**config.mk**
```make
export PLATFORM = sky130hd
export DESIGN_NAME = adder_arbiter
export DESIGN_NICKNAME = d
export VERILOG_FILES = /design/src/rtl/adder_arbiter_pkg.sv /design/src/rtl/CSA_64bit.sv /design/src/rtl/adder_arbiter.sv
export SDC_FILE = /design/constraint.sdc
export NUM_CORES = 1
export LEC_CHECK = 0
export CORE_ASPECT_RATIO = 1.25
export CORE_MARGIN = 1.5
export CORE_UTILIZATION = 55
export CTS_CLUSTER_DIAMETER = 30
export CTS_CLUSTER_SIZE = 30
export DETAILED_ROUTE_END_ITERATION = 16
export GPL_ROUTABILITY_DRIVEN = 0
export MAX_ROUTING_LAYER = met4
export PLACE_DENSITY = 0.87
export SLEW_MARGIN = 20
export SYNTH_ARGS = -nofsm -noshare
export SYNTH_HDL_FRONTEND = slang
export SYNTH_HIERARCHICAL = 1
export SYNTH_SLANG_ARGS = --single-unit
```
**constraint.sdc**
```tcl
create_clock -name clk -period 15.4 [get_ports clk]
set_input_delay 1.54 -clock clk [delete_from_list [all_inputs] [get_ports clk]]
set_output_delay 1.54 -clock clk [all_outputs]
set_load 0.1 [all_outputs]
```
**src/rtl/adder_arbiter_pkg.sv**
```systemverilog
// rtl/adder_arbiter_pkg.sv - shared constants and types for the shared-adder arbiter
//
// Contents:
//   DATA_W           operand / result width
//   IDLE/CALC/RESP   FSM state encodings
//   REQ0/REQ1        requester ID values carried on rsp_id
//   op_t             latched operation (operands, carry-in, requester ID)
//   signed_ovf()     two's complement overflow from the three sign bits

package adder_arbiter_pkg;

  localparam int DATA_W = 64;

  localparam logic [1:0] IDLE = 2'd0;
  localparam logic [1:0] CALC = 2'd1;
  localparam logic [1:0] RESP = 2'd2;

  localparam logic REQ0 = 1'b0;
  localparam logic REQ1 = 1'b1;

  // op_b already holds ~B for a subtract, so the adder only ever adds.
  typedef struct packed {
    logic [DATA_W-1:0] a;
    logic [DATA_W-1:0] b;
    logic              cin;
    logic              id;
  } op_t;

  // Overflow happens only when both addends share a sign and the sum does not.
  function automatic logic signed_ovf(input logic a_msb, input logic b_msb, input logic s_msb);
    return (a_msb == b_msb) && (s_msb != a_msb);
  endfunction

endpackage

```
**src/rtl/CSA_64bit.sv**
```systemverilog
// rtl/CSA_64bit.sv - 64-bit carry-select adder shared by both requesters
//
// Ports:
//   a, b    input  64  addends
//   c_in    input  1   carry into bit 0
//   sum     output 64  a + b + c_in modulo 2^64
//   c_out   output 1   carry out of bit 63

module CSA_64bit
  import adder_arbiter_pkg::*;
#(
  parameter int GROUP_W = 4
) (
  input  logic [DATA_W-1:0] a,
  input  logic [DATA_W-1:0] b,
  input  logic              c_in,
  output logic [DATA_W-1:0] sum,
  output logic              c_out
);

  localparam int NGRP = DATA_W / GROUP_W;

  // carry[g] is the carry into group g; each group precomputes both
  // outcomes and the incoming carry only drives a mux.
  logic [NGRP:0] carry;

  assign carry[0] = c_in;

  for (genvar g = 0; g < NGRP; g++) begin : g_grp
    logic [GROUP_W:0] s0;
    logic [GROUP_W:0] s1;

    assign s0 = {1'b0, a[g*GROUP_W +: GROUP_W]} + {1'b0, b[g*GROUP_W +: GROUP_W]};
    assign s1 = {1'b0, a[g*GROUP_W +: GROUP_W]} + {1'b0, b[g*GROUP_W +: GROUP_W]}
              + {{GROUP_W{1'b0}}, 1'b1};

    assign sum[g*GROUP_W +: GROUP_W] = carry[g] ? s1[GROUP_W-1:0] : s0[GROUP_W-1:0];
    assign carry[g+1]                = carry[g] ? s1[GROUP_W]     : s0[GROUP_W];
  end

  assign c_out = carry[NGRP];

endmodule

```
**src/rtl/adder_arbiter.sv**
```systemverilog
// rtl/adder_arbiter.sv - round-robin arbiter sharing one 64-bit adder between two requesters
//
// Ports:
//   clk, rst_n                    clock, asynchronous active-low reset
//   req0_valid/ready/a/b/sub      requester 0 operation handshake (sub=1: a-b)
//   req1_valid/ready/a/b/sub      requester 1 operation handshake
//   rsp_valid/ready               result handshake with backpressure
//   rsp_id                        requester that issued the result
//   rsp_sum/cout/ovf              result, carry out (no-borrow on subtract), signed overflow
//   busy                          an operation is in flight or awaiting rsp_ready

module adder_arbiter
  import adder_arbiter_pkg::*;
#(
  parameter int CALC_CYCLES = 2
) (
  input  logic              clk,
  input  logic              rst_n,
  input  logic              req0_valid,
  output logic              req0_ready,
  input  logic [DATA_W-1:0] req0_a,
  input  logic [DATA_W-1:0] req0_b,
  input  logic              req0_sub,
  input  logic              req1_valid,
  output logic              req1_ready,
  input  logic [DATA_W-1:0] req1_a,
  input  logic [DATA_W-1:0] req1_b,
  input  logic              req1_sub,
  output logic              rsp_valid,
  input  logic              rsp_ready,
  output logic              rsp_id,
  output logic [DATA_W-1:0] rsp_sum,
  output logic              rsp_cout,
  output logic              rsp_ovf,
  output logic              busy
);

  localparam logic [3:0] CNT_LOAD = 4'(CALC_CYCLES - 1);

  logic [1:0] state;
  logic       last_grant;
  logic [3:0] cnt;
  op_t        op_q;

  logic              accept;
  logic              acc_id;
  logic              acc_sub;
  logic [DATA_W-1:0] acc_a;
  logic [DATA_W-1:0] acc_b;

  logic [DATA_W-1:0] add_sum;
  logic              add_cout;

  // Ready is gated by rst_n so neither requester sees a handshake while
  // reset is asserted, even though state already reads IDLE.
  always_comb begin
    req0_ready = rst_n && (state == IDLE) && req0_valid &&
                 (!req1_valid || (last_grant == REQ1));
    req1_ready = rst_n && (state == IDLE) && req1_valid &&
                 (!req0_valid || (last_grant == REQ0));
  end

  assign accept  = req0_ready || req1_ready;
  assign acc_id  = req1_ready ? REQ1 : REQ0;
  assign acc_a   = req1_ready ? req1_a   : req0_a;
  assign acc_b   = req1_ready ? req1_b   : req0_b;
  assign acc_sub = req1_ready ? req1_sub : req0_sub;

  CSA_64bit u_csa (
    .a     (op_q.a),
    .b     (op_q.b),
    .c_in  (op_q.cin),
    .sum   (add_sum),
    .c_out (add_cout)
  );

  always_ff @(posedge clk or negedge rst_n) begin
    if (!rst_n) begin
      state      <= IDLE;
      last_grant <= REQ1;
      cnt        <= 4'd0;
      op_q       <= '0;
      rsp_id     <= REQ0;
      rsp_sum    <= '0;
      rsp_cout   <= 1'b0;
      rsp_ovf    <= 1'b0;
    end else begin
      case (state)
        IDLE: begin
          if (accept) begin
            // Subtract is folded into an add: A + ~B + 1.
            op_q.a     <= acc_a;
            op_q.b     <= acc_sub ? ~acc_b : acc_b;
            op_q.cin   <= acc_sub;
            op_q.id    <= acc_id;
            last_grant <= acc_id;
            cnt        <= CNT_LOAD;
            state      <= CALC;
          end
        end
        CALC: begin
          if (cnt != 4'd0) begin
            cnt <= cnt - 4'd1;
          end else begin
            rsp_sum  <= add_sum;
            rsp_cout <= add_cout;
            rsp_ovf  <= signed_ovf(op_q.a[DATA_W-1], op_q.b[DATA_W-1], add_sum[DATA_W-1]);
            rsp_id   <= op_q.id;
            state    <= RESP;
          end
        end
        RESP: begin
          if (rsp_ready) begin
            state <= IDLE;
          end
        end
        default: state <= IDLE;
      endcase
    end
  end

  assign rsp_valid = (state == RESP);
  assign busy      = (state != IDLE);

endmodule

```
## Yosys cells after proc, flatten, opt, wreduce, memory -nomap -nowiden

Index checks and enable logic that the tools add are counted.

| operators by class | value |
|---|---|
| add/subtract/negate cells | 33 |
| eq/ne operators | 8 |
| mux-type cells | 44 |
| bitwise gates (word level) | 3 |
| reduce and logical (&&, ||, !) cells | 19 |

Operators with widths:

| operator | number |
|---|---|
| $mux 64 | 3 |
| $add 4x4->5 | 16 |
| $add 5x1->5 const B | 16 |
| $mux 4 | 18 |
| $not 64->64 | 1 |
| $mux 1 | 18 |
| $pmux 4 s2 | 1 |
| $logic_and 1x1->1 | 6 |
| $mux 2 | 3 |
| $ne 2x2->1 const B | 3 |
| $pmux 2 s3 | 1 |
| $reduce_and 3->1 | 2 |
| $reduce_and 2->1 | 2 |
| $reduce_bool 2->1 | 2 |
| $reduce_bool 4->1 | 1 |
| $sub 4x1->4 const B | 1 |
| $logic_or 1x1->1 | 3 |
| $eq 2x1->1 const B | 1 |
| $eq 2x2->1 const B | 1 |
| $logic_not 1->1 | 2 |
| $logic_not 2->1 | 1 |
| $ne 2x1->1 const B | 1 |
| $not 1->1 | 2 |
| $eq 1x1->1 | 1 |
| $ne 1x1->1 | 1 |

| storage, ports and cells | value |
|---|---|
| bits in registers | 204 |
| bits of input ports | 263 |
| output and inout port bits | 71 |
| logic and storage cells | 118 |

## Logic depth before layout (Yosys ltp)

| logic depth | value |
|---|---|
| depth after elaboration | 20 |
| gate-level depth with buffers | 25 |
| gate-level depth less buffers | 25 |

## Cells and area by module

The synthesis kept the hierarchy.

Modules (own cells, without submodules):

| module | times used | cells an instance | area an instance (um^2) | seq. area each (um^2) |
|---|---|---|---|---|
| adder_arbiter | 1 | 1077 | 10966.8 | 5106.1 |
| CSA_64bit | 1 | 386 | 3548.4 | 0.0 |

## Worst setup path after synthesis

Ideal clock, no wire load.

| timing path | value |
|---|---|
| path type | register to register |
| start | reg, netlist name op_q[66] |
| end | reg rsp_sum[61] |
| library setup time | 126 ps |
| arrival | 6939 ps |
| required time | 15274 ps |
| setup slack | 8335 ps |
| cell stages (with the launch flop) | 23 |
| path buffers | 0 |
| clock period less this slack | 7065 ps |
| cells stage by stage | dfrtp_1 ha_1 fa_1 ha_1 and3_2 a31o_2 a221oi_2 mux2i_1 mux2i_1 mux2i_1 mux2i_1 mux2i_1 mux2i_1 mux2i_1 mux2i_1 mux2i_1 mux2i_1 mux2i_1 mux2i_1 mux2i_2 xnor2_1 mux2_1 mux2_2 |

| between the ends | value |
|---|---|
| cells in the longest elaborated chain, start to end | 18 |

Ends and longest elaborated chain:

| element | RTL line | RTL |
|---|---|---|
| $add 4x4->5 (*) | CSA_64bit.sv:33, CSA_64bit.sv:34 |  |
| $add 5x1->5 | CSA_64bit.sv:35 | `+ {{GROUP_W{1'b0}}, 1'b1};` |
| $mux 1 (*) (15 in a row) | CSA_64bit.sv:38 | `assign carry[g+1] = carry[g] ? s1[GROUP_W] : s0[GROUP_W];` |
| $mux 4 (*) | CSA_64bit.sv:37 | `assign sum[g*GROUP_W +: GROUP_W] = carry[g] ? s1[GROUP_W-1:0] : s0[GROUP_W-1:0];` |
| named net add_sum[61] | adder_arbiter.sv:51 | `logic [DATA_W-1:0] add_sum;` |
| to (signal assigned) | adder_arbiter.sv:105 | `rsp_sum <= add_sum;` |
| to (decl) | adder_arbiter.sv:32 | `output logic [DATA_W-1:0] rsp_sum,` |

Mark *: on every way through the listed nets, which the timed path passes. The rest lies on a longest branch.
A chain may end at the register's enable or synchronous reset.

## Worst setup path in the final report

| timing path | value |
|---|---|
| start | reg, netlist name op_q[66] |
| end | reg rsp_sum[61] |

| between the ends | value |
|---|---|
| cells in the longest elaborated chain, start to end | 18 |

Ends and longest elaborated chain:

| element | RTL line |
|---|---|
| $add 4x4->5 (*) | CSA_64bit.sv:33, CSA_64bit.sv:34 |
| $add 5x1->5 | CSA_64bit.sv:35 |
| $mux 1 (*) (15 in a row) | CSA_64bit.sv:38 |
| $mux 4 (*) | CSA_64bit.sv:37 |
| named net add_sum[61] | adder_arbiter.sv:51 |

Marks and branches as above.

==> impl_summary.txt <==
----------------------------------------------------
[Timing]
  Relative slew slack ... roughly 22%
  Max frequency ... 114 MHz
  Number of endpoints with negative hold slack in the final report ... 0
  PnR worst setup slack ... 6.61 ns
  Setup TNS ... 0 ns
  Least-Margin Pin Slew ... about 1.2 ns
  RSZ-0062 raised after global routing ... false
  Min cycle time layout ... between 8 and 9 ns
  Setup-violating endpoint count in the final report ... 0
  Final-report max-slew violation count ... 0
  Part of the cycle the worst path needs ... between 50% and 60%
  Setup Skew ... between 0.01 and 0.015 ns

[Synth]
  Synthesized-area fraction occupied by ao, oa, aoi and oai cells ... about a fifth
  Multiplexer fraction of the synthesized cell area ... about 7.6%
  Largest cells by area after synthesis ... sky130_fd_sc_hd__dfrtp_1 35%, sky130_fd_sc_hd__xor2_1 9.6%, sky130_fd_sc_hd__ha_1 7.1%
  Count of synthesis-stage warnings from yosys ... 6
  Fraction of synthesis flops using an asynchronous set or reset pin ... 100%
  Area fraction in and, or, nand and nor cells after synthesis ... about 11%
  Cell area after technology mapping ... ~0.015 mm^2
  Number of distinct standard cells referenced by the synthesized netlist ... 59
  Number of standard cells after synthesis ... approximately 1500
  Synthesized net count ... between 1500 and 2000
  Adder and majority gate portion of the synthesized area ... about 9%
  Portion of synthesized cell area occupied by the leading cell type ... around a third
  Sequential element share of the synthesized area ... between 30% and 40%
  Total of flip-flops plus latches after synthesis ... a little over 200
  Main flop type after synthesis ... sky130_fd_sc_hd__dfrtp_1
  Number of enable flip-flop cells after synthesis ... 0
  Post-Synth XOR/XNOR Area ... a little over an eighth
  Library cell with the largest summed area after synthesis ... sky130_fd_sc_hd__dfrtp_1
  Dominant combinational cell family by area after synthesis ... compound AO/OA/AOI/OAI gates
  Post-Syn Area per Cell ... 9.92 um^2

[Clock network]
  Post-CTS resize count ... 0
  Root Buffer ... sky130_fd_sc_hd__clkbuf_16
  Clock Sinks ... 204
  Clock tree from TritonCTS ... yes
  Hold-fix buffers, CTS ... 0
  Setup repair bufs after CTS ... 0
  Clock-pin slew of the registers on the worst-case setup and hold paths ... about 0.05 ns
  Level count of the clock H-tree ... 2
  CTS Buf Count ... 44
  Number of buffers between clock root and the deepest sink ... 3
  Insertion delay to the later sink of the worst-skew pair ... approximately 0.52 ns

[Job]
  Maximum Capacitance Violations ... 0

[Power]
  Total power ... 0.00540 W
  Peak supply drop ... between 0.00015 and 0.0002 V
  Static leakage ... roughly 7.8 nW
  Power density cells ... 279 mW/mm^2

[Floorplan]
  Initial standard-cell utilization of the core ... 55.8%
  # IOs ... approximately 330
  Die area ... between 0.02 and 0.03 mm^2
  Placeable core region ... approximately 0.026 mm^2
  Horiz. Die Dim ... 148 um
  Core Rows ... 66
  Vertical die dimension ... ~180 um

[Setup path]
  Cells traversed along the worst timing path ... ha_1 > fa_1 > ha_1 > nand2_1 > o21ai_0 > nand4_2 > a221oi_2 > mux2i_1 > mux2i_1 > mux2i_1 > mux2i_1 > mux2i_1 > mux2i_1 > mux2i_1 > mux2i_1 > mux2i_1 > mux2i_1 > mux2i_1 > mux2i_1 > mux2i_2 > xnor2_1 > mux2_1 > mux2_2
  CP Data Required Time ... 15.79 ns
  Crit path max fanout ... 4
  CP most frequent cell ... sky130_fd_sc_hd__mux2i_1
  CP startpoint ... op_q[66]
  Arr. time, crit path ... slightly above 9 ns
  Nature of the critical path startpoint ... flop
  Cell with the biggest individual delay on the critical path ... sky130_fd_sc_hd__fa_1
  Number of buffers and inverters on the critical path ... 0
  Launching point of the worst reg2reg path ... op_q[66]
  Critical path start-end classification ... reg -> reg
  Worst stage delay on the critical path ... 0.57 ns
  Kind of cell adding the most delay to the critical path ... multiplexers
  Critical path endpoint category ... flop

[Detailed routing]
  Vias per cell ... just over 6
  Drt drc ... 0
  1st-iter DRT viols ... between 800 and 900
  Total wirelength of the detailed-routed design ... about 44000 um
  WL per Instance ... 21.1 um
  First-pass detailed-route iteration total ... 8
  Detailed-route via count ... approximately 13000
  Post-route ant nets ... 0

[Place]
  Pre-CTS worst setup slack ... between 6 and 7 ns
  Port-buffer cells ... around 330
  HPWL reported at the end of detailed placement ... between 20000 and 30000 um

[Min path]
  Launch point of the worst hold path ... op_q[0]
  Kind of path behind the tightest hold check ... reg -> reg

[Global route]
  Maximum number of pins on one net before global-route repair ... around 120
  Number of antenna violations at the first check in global routing ... 4
  Grt ovf ... 0
  Vias in the first global route ... 13653
  Total routing usage reported by global routing ... 32.7%
  First-pass GRT wire length ... about 69000 um

[Status]
  Outcome ... finished, final reports clean

[Layout]
  Layout overhead on the synthesized area ... 33.4%
  # nets final ... about 2100
  Fraction of layout cells with a size suffix above 1 ... between 10% and 20%

----------------------------------------------------
-- layout make-up --
class	instances	area, um^2
Multi-Input combinational cell	1131	8850
Antenna cell	5	12.5
Fill cell	1754	6650
Clock buffer	50	1160
Inverter	7	26.3
Tap cell	340	425
Sequential cell	204	5110
Timing Repair Buffer	346	3440
Clock inverter	28	334
-- cells in the final DEF, fill, tap and decap left out, types with 9 or more instances in the layout --
master and instances:
sky130_fd_sc_hd__nand4_1 18, sky130_fd_sc_hd__a21oi_1 161, sky130_fd_sc_hd__nand3_1 75, sky130_fd_sc_hd__mux2_2 79
sky130_fd_sc_hd__ha_1 82, sky130_fd_sc_hd__o31ai_1 64, sky130_fd_sc_hd__xor2_1 159, sky130_fd_sc_hd__clkbuf_16 45
sky130_fd_sc_hd__nand2_1 23, sky130_fd_sc_hd__clkinv_2 9, sky130_fd_sc_hd__fa_1 16, sky130_fd_sc_hd__mux2i_1 15
sky130_fd_sc_hd__dfrtp_1 203, sky130_fd_sc_hd__nor3_2 60, sky130_fd_sc_hd__a31oi_1 65, sky130_fd_sc_hd__a21o_1 33
sky130_fd_sc_hd__xnor2_1 65, sky130_fd_sc_hd__o21ai_0 132, sky130_fd_sc_hd__buf_4 12, sky130_fd_sc_hd__clkdlybuf4s50_1 330
sky130_fd_sc_hd__nand3b_1 10
-- Yosys cell counts, drive strengths merged, types with 6 or more instances --
cell type    n
nand3b      10
a21o        35
mux2        83
nand2       25
inv          7
o21ai      132
nand4       19
xnor2       65
a31oi       65
clkbuf      67
nor3        67
nor2         6
ha          82
dfrtp      203
nand4b       6
and2         9
mux2i       16
o31ai       65
nand3       75
fa          16
xor2       159
nand2b       6
a21oi      161
buf         54
-- through the flow --
step / std cells / hold slack (ns) / cell area (um^2) / utilization, %
after floorplan: 1463 / 0.446 / 14500 / -
after global placement: 2028 / 0.458 / 17800 / 68.6
after detailed placement: 2028 / 0.483 / 17800 / 68.6
after CTS: 2106 / 0.494 / 19300 / 74.3
after global routing: 2111 / 0.517 / 19400 / 74.4
final: 2111 / 0.490 / 19400 / 74.4
-- worst paths after layout --
| check | to | slack [ns] | cells past startpoint |
|---|---|---|---|
| max reg2reg | rsp_sum[61] | 6.61 | 23 |
| max in group asynchronous | op_q[42] | 13.14 | 2 |
| min in group asynchronous | rsp_sum[9] | 1.00 | 1 |
| min | op_q[0] | 0.49 | 1 |
| min reg2reg | op_q[0] | 0.49 | 1 |
| max | rsp_sum[61] | 6.61 | 23 |
-- cells by family after synthesis --
group           after synthesis
compound gates              471
xor+xnor                    224
fa+ha+maj                    98
buf+inv                     128
flops                       204
mux                          99
simple gates                239
-- power breakdown --
part | leakage (nW) | switching, W | internal [W]
Clock | 0.732 | 0.000312 | 0.000643
Sequential | 2.40 | 0.000208 | 0.000811
Combinational | 4.65 | 0.00212 | 0.00131
-- flip-flops by register name (all words and copies together) (netlist names) --
signal / cells
cnt: 4
last_grant: 1
op_q: 130
rsp_cout: 1
rsp_id: 1
rsp_ovf: 1
rsp_sum: 64
state: 2
-- per-layer routing --
metal	GRT usage (%)	vias up	share of wire (%)
met5	-	-	0
met4	17.8	0	5.0
met3	4.38	156	6.0
met2	55.6	626	51
met1	37.4	6403	38
li1	-	5910	-
(Power assumes the default switching activity.)
